$ cat config.mk
export PLATFORM = sky130hd
export DESIGN_NAME = hc04_selftest
export DESIGN_NICKNAME = d
export VERILOG_FILES = /design/src/rtl/hc04_selftest.sv
export SDC_FILE = /design/constraint.sdc
export NUM_CORES = 1
export LEC_CHECK = 0
export CAP_MARGIN = 5
export CORE_UTILIZATION = 25
export CTS_BUF_LIST = sky130_fd_sc_hd__clkbuf_2 sky130_fd_sc_hd__clkbuf_4 sky130_fd_sc_hd__clkbuf_8
export CTS_CLUSTER_DIAMETER = 150
export CTS_CLUSTER_SIZE = 8
export DETAILED_ROUTE_END_ITERATION = 10
export GPL_ROUTABILITY_DRIVEN = 0
export GPL_TIMING_DRIVEN = 0
export SLEW_MARGIN = 20
export SYNTH_ARGS = -nofsm -noshare
export SYNTH_HDL_FRONTEND = slang
export SYNTH_SLANG_ARGS = --single-unit
$ cat constraint.sdc
create_clock -name CLK -period 2.28 [get_ports CLK]
set_input_delay 0.57 -clock CLK [delete_from_list [all_inputs] [get_ports CLK]]
set_output_delay 0.57 -clock CLK [all_outputs]
set_load 0.01 [all_outputs]
$ cat src/rtl/hc04_selftest.sv
// Built-in self-test sequencer for a 74HC04 hex inverter: walks 14 patterns onto A, checks Y == ~A.
// Optional macro HC04_SELFTEST_ABORT_EN ends the run at the first failing pattern.
module hc04_selftest #(
    parameter int unsigned SETTLE_CYCLES = 2
) (
    input  logic       CLK,
    input  logic       RST,
    input  logic       START,
    input  logic [6:1] Y,
    output logic [6:1] A,
    output logic       BUSY,
    output logic       DONE,
    output logic       PASS,
    output logic [6:1] FAIL_MASK,
    output logic [3:0] FAIL_PAT
);

    typedef enum logic [1:0] {IDLE, SETTLE, CHECK} state_e;

    localparam logic [7:0] SETTLE_INIT = 8'(SETTLE_CYCLES);
    localparam logic [3:0] LAST_IDX    = 4'd13;
    localparam logic [3:0] NO_FAIL     = 4'hF;

    state_e     state_q, state_d;
    logic [6:1] a_q, a_d;
    logic       busy_q, busy_d;
    logic       done_q, done_d;
    logic       pass_q, pass_d;
    logic [6:1] fail_mask_q, fail_mask_d;
    logic [3:0] fail_pat_q, fail_pat_d;
    logic [3:0] idx_q, idx_d;
    logic [7:0] cnt_q, cnt_d;

    logic [6:1] mismatch;
    logic       abort_hit;

    function automatic logic [6:1] pattern(input logic [3:0] i);
        logic [6:1] p;
        p = '0;
        if (i == 4'd1)
            p = '1;
        else if (i >= 4'd2 && i <= 4'd7)
            p = 6'b000001 << (i - 4'd2);
        else if (i >= 4'd8 && i <= 4'd13)
            p = ~(6'b000001 << (i - 4'd8));
        return p;
    endfunction

    // Y is only sampled in CHECK, after A has been held for the full settle time.
    assign mismatch = Y ^ ~a_q;

`ifdef HC04_SELFTEST_ABORT_EN
    assign abort_hit = |mismatch;
`else
    assign abort_hit = 1'b0;
`endif

    always_comb begin
        // NOTE: every _d gets its hold value first so no path through the case leaves a latch.
        state_d     = state_q;
        a_d         = a_q;
        busy_d      = busy_q;
        done_d      = done_q;
        pass_d      = pass_q;
        fail_mask_d = fail_mask_q;
        fail_pat_d  = fail_pat_q;
        idx_d       = idx_q;
        cnt_d       = cnt_q;

        case (state_q)
            IDLE: begin
                if (START) begin
                    a_d         = pattern(4'd0);
                    idx_d       = 4'd0;
                    busy_d      = 1'b1;
                    done_d      = 1'b0;
                    pass_d      = 1'b0;
                    fail_mask_d = '0;
                    fail_pat_d  = NO_FAIL;
                    cnt_d       = SETTLE_INIT;
                    state_d     = SETTLE;
                end
            end

            SETTLE: begin
                if (cnt_q == 8'd1)
                    state_d = CHECK;
                else
                    cnt_d = cnt_q - 8'd1;
            end

            CHECK: begin
                if (abort_hit) begin
                    fail_mask_d = mismatch;
                    fail_pat_d  = idx_q;
                    pass_d      = 1'b0;
                    done_d      = 1'b1;
                    busy_d      = 1'b0;
                    a_d         = '0;
                    state_d     = IDLE;
                end else begin
                    fail_mask_d = fail_mask_q | mismatch;
                    if (mismatch != '0 && fail_pat_q == NO_FAIL)
                        fail_pat_d = idx_q;
                    if (idx_q == LAST_IDX) begin
                        pass_d  = (fail_mask_d == '0);
                        done_d  = 1'b1;
                        busy_d  = 1'b0;
                        a_d     = '0;
                        state_d = IDLE;
                    end else begin
                        idx_d   = idx_q + 4'd1;
                        a_d     = pattern(idx_q + 4'd1);
                        cnt_d   = SETTLE_INIT;
                        state_d = SETTLE;
                    end
                end
            end

            default: state_d = IDLE;
        endcase
    end

    // NOTE: state registers use non-blocking assignments so all flops update together on the edge.
    always_ff @(posedge CLK) begin
        if (RST) begin
            state_q     <= IDLE;
            a_q         <= '0;
            busy_q      <= 1'b0;
            done_q      <= 1'b0;
            pass_q      <= 1'b0;
            fail_mask_q <= '0;
            fail_pat_q  <= NO_FAIL;
            idx_q       <= 4'd0;
            cnt_q       <= 8'd0;
        end else begin
            state_q     <= state_d;
            a_q         <= a_d;
            busy_q      <= busy_d;
            done_q      <= done_d;
            pass_q      <= pass_d;
            fail_mask_q <= fail_mask_d;
            fail_pat_q  <= fail_pat_d;
            idx_q       <= idx_d;
            cnt_q       <= cnt_d;
        end
    end

    assign A         = a_q;
    assign BUSY      = busy_q;
    assign DONE      = done_q;
    assign PASS      = pass_q;
    assign FAIL_MASK = fail_mask_q;
    assign FAIL_PAT  = fail_pat_q;

endmodule
Yosys cells after proc, flatten, opt, wreduce, memory -nomap -nowiden
Index checks and enable logic that the tools add are counted.
{"block": "word_totals", "in_bits": 9, "output_inout_bits": 19, "reg_bits": 33, "word_cells": 78}
{"block": "op_classes", "n_reduce_logical": 14, "n_eq_ne": 12, "order_cmp": 4, "n_shift": 2, "add_sub_neg": 4, "bitwise_logic": 4, "muxes": 29}
{"cell": "6-bit 2-to-1 mux", "n": 5}
{"cell": "8-bit 2-to-1 mux", "n": 3}
{"cell": "6-bit one-hot mux with 2 select lines", "n": 2}
{"cell": "8-bit one-hot mux with 3 select lines", "n": 1}
{"cell": "4-bit 2-to-1 mux", "n": 4}
{"cell": "4-bit one-hot mux with 2 select lines", "n": 2}
{"cell": "2-bit inequality test (second input constant)", "n": 6}
{"cell": "6-bit inverter", "n": 2}
{"cell": "1-bit by 4-bit left shift with 6-bit output (first input constant)", "n": 2}
{"cell": "3-bit AND reduction", "n": 3}
{"cell": "4-bit == test (second input constant)", "n": 2}
{"cell": "8-bit by 1-bit == test with 1-bit output (second input constant)", "n": 1}
{"cell": "8-bit by 1-bit subtractor with 8-bit output (second input constant)", "n": 1}
{"cell": "6-bit logical NOT", "n": 1}
{"cell": "1-bit 2-to-1 mux", "n": 6}
{"cell": "6-bit bitwise OR", "n": 1}
{"cell": "1-bit one-hot mux with 2 select lines", "n": 3}
{"cell": "2-bit one-hot mux with 3 select lines", "n": 1}
{"cell": "6-bit nonzero test", "n": 1}
{"cell": "6-bit bitwise XOR", "n": 1}
{"cell": "4-bit by 1-bit adder with 4-bit output (second input constant)", "n": 1}
{"cell": "4-bit by 1-bit == test with 1-bit output (second input constant)", "n": 1}
{"cell": "4-bit by 2-bit greater-or-equal comparator with 1-bit output (second input constant)", "n": 1}
{"cell": "4-bit greater-or-equal comparator (second input constant)", "n": 1}
{"cell": "other kinds (13)", "n": 17}

Depth between registers and ports, before layout
{"block": "depth", "word_depth": 9, "ltp_mapped": 9, "depth_no_buf": 7}

Worst setup path after synthesis
Ideal clock, no wire load.
{"block": "synth_path", "path_type": "register to register", "start": "register idx_q[0]", "end": "register a_q (netlist bit A[2])", "required_time_ns": 2.221, "n_path_buf": 2, "path_stages_with_launch": 10, "setup_time_ns": 0.059, "path_slack_ns": 0.179, "arrival_ns": 2.042, "cell_sequence": "dfxtp_1 clkbuf_2 inv_1 ha_1 buf_2 a21oi_1 and3_1 or4_1 a21oi_1 o31a_1"}
{"block": "synth_between", "elab_chain_cells": 9}
{"element": "start: declaration", "line_no": "31", "text": "logic [3:0] idx_q, idx_d;"}
{"element": "start signal: assignment", "line_no": "144", "text": "idx_q <= idx_d;"}
{"element": "4-bit by 1-bit adder with 4-bit output", "line_no": "113", "text": "a_d = pattern(idx_q + 4'd1);"}
{"element": "4-bit subtractor", "line_no": "45", "text": "p = ~(6'b000001 << (i - 4'd8));"}
{"element": "1-bit by 4-bit left shift with 6-bit output", "line_no": "45"}
{"element": "6-bit inverter", "line_no": "45"}
{"element": "6-bit 2-to-1 mux", "line_no": "44", "text": "else if (i >= 4'd8 && i <= 4'd13)"}
{"element": "6-bit 2-to-1 mux", "line_no": "42", "text": "else if (i >= 4'd2 && i <= 4'd7)"}
{"element": "6-bit 2-to-1 mux", "line_no": "40", "text": "if (i == 4'd1)"}
{"element": "6-bit 2-to-1 mux (*)", "line_no": "105", "text": "if (idx_q == LAST_IDX) begin"}
{"element": "6-bit one-hot mux with 2 select lines (*)", "line_no": "70", "text": "case (state_q)"}
{"element": "end signal: assignment", "line_no": "128", "text": "a_q <= '0;"}
{"element": "end signal: assignment", "line_no": "138", "text": "a_q <= a_d;"}
{"element": "end: declaration", "line_no": "25", "text": "logic [6:1] a_q, a_d;"}
Mark *: on every way between the ends. The rest lies on a longest branch, timed or not.
A chain may end at the register's enable or synchronous reset.

Worst setup path in the final report
Same ends and word-level chain as after synthesis.

==> impl_metrics.csv <==
group,metric,value,unit
outcome,status,"complete, no violations",
power_and_ir_drop,peakVddDrop,0.283,mV
floorplanning,dieArea,8780,µm²
logic_synthesis,postSynthCellCount,259,
layout,fill_cells,884,
routing,drt-vias-per-instance,5.06,
critical_path,cp-end-kind,"register",
worst_hold_path,hold_start,"DONE",
layout,stdcell_count,398,
power_and_ir_drop,p_total,1.34,mW
sta,layout_setup_ws,0.134,ns
global_routing,antenna_found_initial,0,
flow_run,max_cap_viol_count,0,
logic_synthesis,async_flop_share,0,%
critical_path,path_buf_inv,3,
clock_network,cts_setup_buffers,0,
global_routing,grt_max_degree,11,
routing,ant_nets,0,
routing,first_pass_iters,4,
clock_network,clk_pin_slew,0.07,ns
clock_network,numCtsBuffers,5,
routing,post_drt_wl_per_cell,13.5,µm
clock_network,htreeDepth,2,
routing,totalWireLength,5.37,mm
routing,vias,2012,
power_and_ir_drop,total_leakage_power,0.914,nW
global_routing,grt_pass1_vias,1910,
floorplanning,fp-row-count,33,
placed_design,preCtsSetupSlack,-0.0864,ns
clock_network,cts_tree,"done",
layout,most-common-layout-cells,"31 x dfxtp_1, 30 x nor2_1, 26 x clkdlybuf4s50_1",
critical_path,cpPeakStageDelay,0.46,ns
worst_hold_path,hold_path_class,"register to register",
logic_synthesis,ys_types,54,
clock_network,cts.sinks,33,
sta,finalHoldViolCount,0,
routing,drt-initial-drc-count,156,
global_routing,grt_pass1_wl,9.03,mm
floorplanning,core_region_area,8180,µm²
worst_hold_path,holdPathEnd,"DONE",
sta,fin_crit,2.15,ns
layout,multiInputGateArea,1320,µm²
floorplanning,die_h,93.7,µm
sta,final.period_utilization,94.1,%
critical_path,r2r-end,"A[2]",
logic_synthesis,synth_seq_cells,33,
worst_hold_path,whs_path_depth,2,
layout,area_growth,24.0,%
logic_synthesis,synth_ff_type,"dfxtp_1",
layout,n_antenna_cell,0,
critical_path,path_max_fanout,10,
placed_design,dpl.hpwl,4.01,mm
critical_path,timing.rr.start,"idx_q[0]",
sta,finalMaxSlewViolations,0,
power_and_ir_drop,p_per_area,514,nW/µm²
clock_network,cts-root-buf,"clkbuf_8",
sta,rsz0062_at_grt,"no",
logic_synthesis,synth_edf_count,0,
logic_synthesis,syn-cell-area,2100,µm²
sta,setup_viol,0,
floorplanning,ios,28,
critical_path,cp_cell_sequence,"buf_6 > inv_1 > ha_1 > buf_4 > a21oi_1 > and3_1 > or4_1 > a21oi_1 > o31a_1",
critical_path,crit_slowest_cell,"or4_1",
global_routing,overflow,0,
logic_synthesis,yosysWarnings,0,
critical_path,r2r_setup_slack,0.13,ns
critical_path,required,2.51,ns
routing,drcViolationCount,0,
layout,regArea,663,µm²
sta,final.setup.tns,0,ns
floorplanning,die_x,93.7,µm
critical_path,crit_type,"register to register",
layout,mostFrequentLayoutCell,"dfxtp_1",
logic_synthesis,syn_avg_cell_area,8.12,µm²
logic_synthesis,seq_area_frac_synth,31.4,%
global_routing,grtUsageTotal,12.8,%
clock_network,clk_latency,0.29,ns
critical_path,worstPathArrival,2.37,ns
placed_design,placed_cells,390,
layout,fin_nets,309,
placed_design,port_buffers,26,
clock_network,cts_hold_buf,0,
sta,slew_headroom,59.0,%
critical_path,critical-path-top-delay-family,"simple AND/OR/NAND/NOR gates",
clock_network,clock_path_buffers,2,
logic_synthesis,synth_fp_nets,276,
sta,worst_pin_slew,0.612,ns
critical_path,reg2reg_depth,9,
floorplanning,start_util,25.7,%
critical_path,path_common_cell,"a21oi_1",
layout,final_layout_size_suffix_gt1_share,11.3,%
sta,fmax,0.466,GHz
sta,finalClockSkew,0.00782,ns
critical_path,start_kind,"register",
-- metal layers --
| metal | vias up | routed length (µm) | track usage, % | part of all wire (%) |
|---|---|---|---|---|
| met3 | 9 | 417 | 3.48 | 7.8 |
| met2 | 72 | 2330 | 19.8 | 43 |
| li1 | 1007 | - | - | - |
| met5 | - | 0 | 0 | 0 |
| met4 | 0 | 79 | 4.62 | 1.5 |
| met1 | 924 | 2540 | 17.0 | 47 |
-- timing repair --
| action | CTS | global route |
|---|---|---|
| endpoints found under the hold margin | 0 | 0 |
| resized for setup | 3 | 3 |
| setup endpoints to repair | 1 | 1 |
-- report_power, final --
| part | switching, mW | total [mW] | internal (mW) |
|---|---|---|---|
| combinational | 0.114 | 0.215 | 0.101 |
| clock | 0.215 | 0.488 | 0.273 |
| sequential | 0.0292 | 0.636 | 0.607 |
-- worst max path at each step --
stage | startpoint | end | slack (ns) | cells past startpoint
6_report | idx_q[0] | A[2] | 0.13 | 9
5_1_grt | idx_q[0] | A[2] | 0.02 | 9
4_1_cts | idx_q[0] | A[2] | 0.01 | 9
3_5_place_dp | START | cnt_q[0] | -0.09 | 5
3_3_place_gp | START | cnt_q[5] | -0.07 | 5
2_1_floorplan | idx_q[0] | A[2] | 0.18 | 9
-- cell usage after synthesis, types with 2 or more instances --
library cell,count,share of area [%]
a31oi_1,2,0.59
xnor2_1,9,3.7
nor3_1,7,1.7
o211ai_1,6,2.1
o2111ai_1,2,0.83
inv_1,6,1.1
dfxtp_1,33,31
nor4_1,2,0.59
a22oi_1,3,1.1
and3_1,3,0.89
a211oi_1,2,0.71
nor2_1,30,5.4
o21ai_0,8,1.9
nand3_1,13,3.1
a21oi_1,19,4.5
nand2b_1,7,2.1
clkbuf_2,2,0.48
clkbuf_1,5,0.89
o31a_1,3,1.2
nor2b_1,7,2.1
and2_1,2,0.59
ha_1,8,4.8
or4_1,2,0.71
buf_2,9,2.1
mux2i_1,2,0.95
xor2_1,7,2.9
nor3b_1,3,1.1
nand2_1,18,3.2
a311oi_1,3,1.2
nand3b_1,2,0.71
or3_1,2,0.59
o32ai_1,4,1.7
nand4_1,7,2.1
-- final cells by class --
class / count / share of cell area, %
sequential: 33 / 25.4
multi-input combinational: 202 / 50.6
buffer: 18 / 4.22
clock buffer: 7 / 3.69
inverter: 6 / 0.864
timing repair buffer: 26 / 9.98
clock inverter: 1 / 0.192
tap: 105 / 5.04
-- worst min-delay path, stage by stage, from the launching register on --
cell	delay [ns]
dfxtp_1	0.31
nand2_1	0.05
a21oi_1	0.05
-- stage by stage --
stage	hold WS, ns	util [%]	area, µm²
3_3_place_gp	0.448	30.5	2490
5_1_grt	0.483	31.9	2610
2_1_floorplan	0.480	-	2100
6_report	0.456	31.9	2610
4_1_cts	0.463	31.8	2600
3_5_place_dp	0.452	30.5	2490
-- sequential cells by signal, summed over array words and instances, names as in the netlist --
register / cells
state_q: 2
A: 6
FAIL_PAT: 4
DONE: 1
idx_q: 4
cnt_q: 8
PASS: 1
FAIL_MASK: 6
BUSY: 1
-- kinds of logic after synthesis --
| logic type | share of synthesized area, % |
|---|---|
| simple gates | 29.4 |
| compound gates | 19.6 |
| flops | 31.4 |
| buf+inv | 5.89 |
| xor+xnor | 7.97 |
| fa+ha+maj | 4.76 |
| mux | 0.952 |
(Power assumes the default switching activity.)
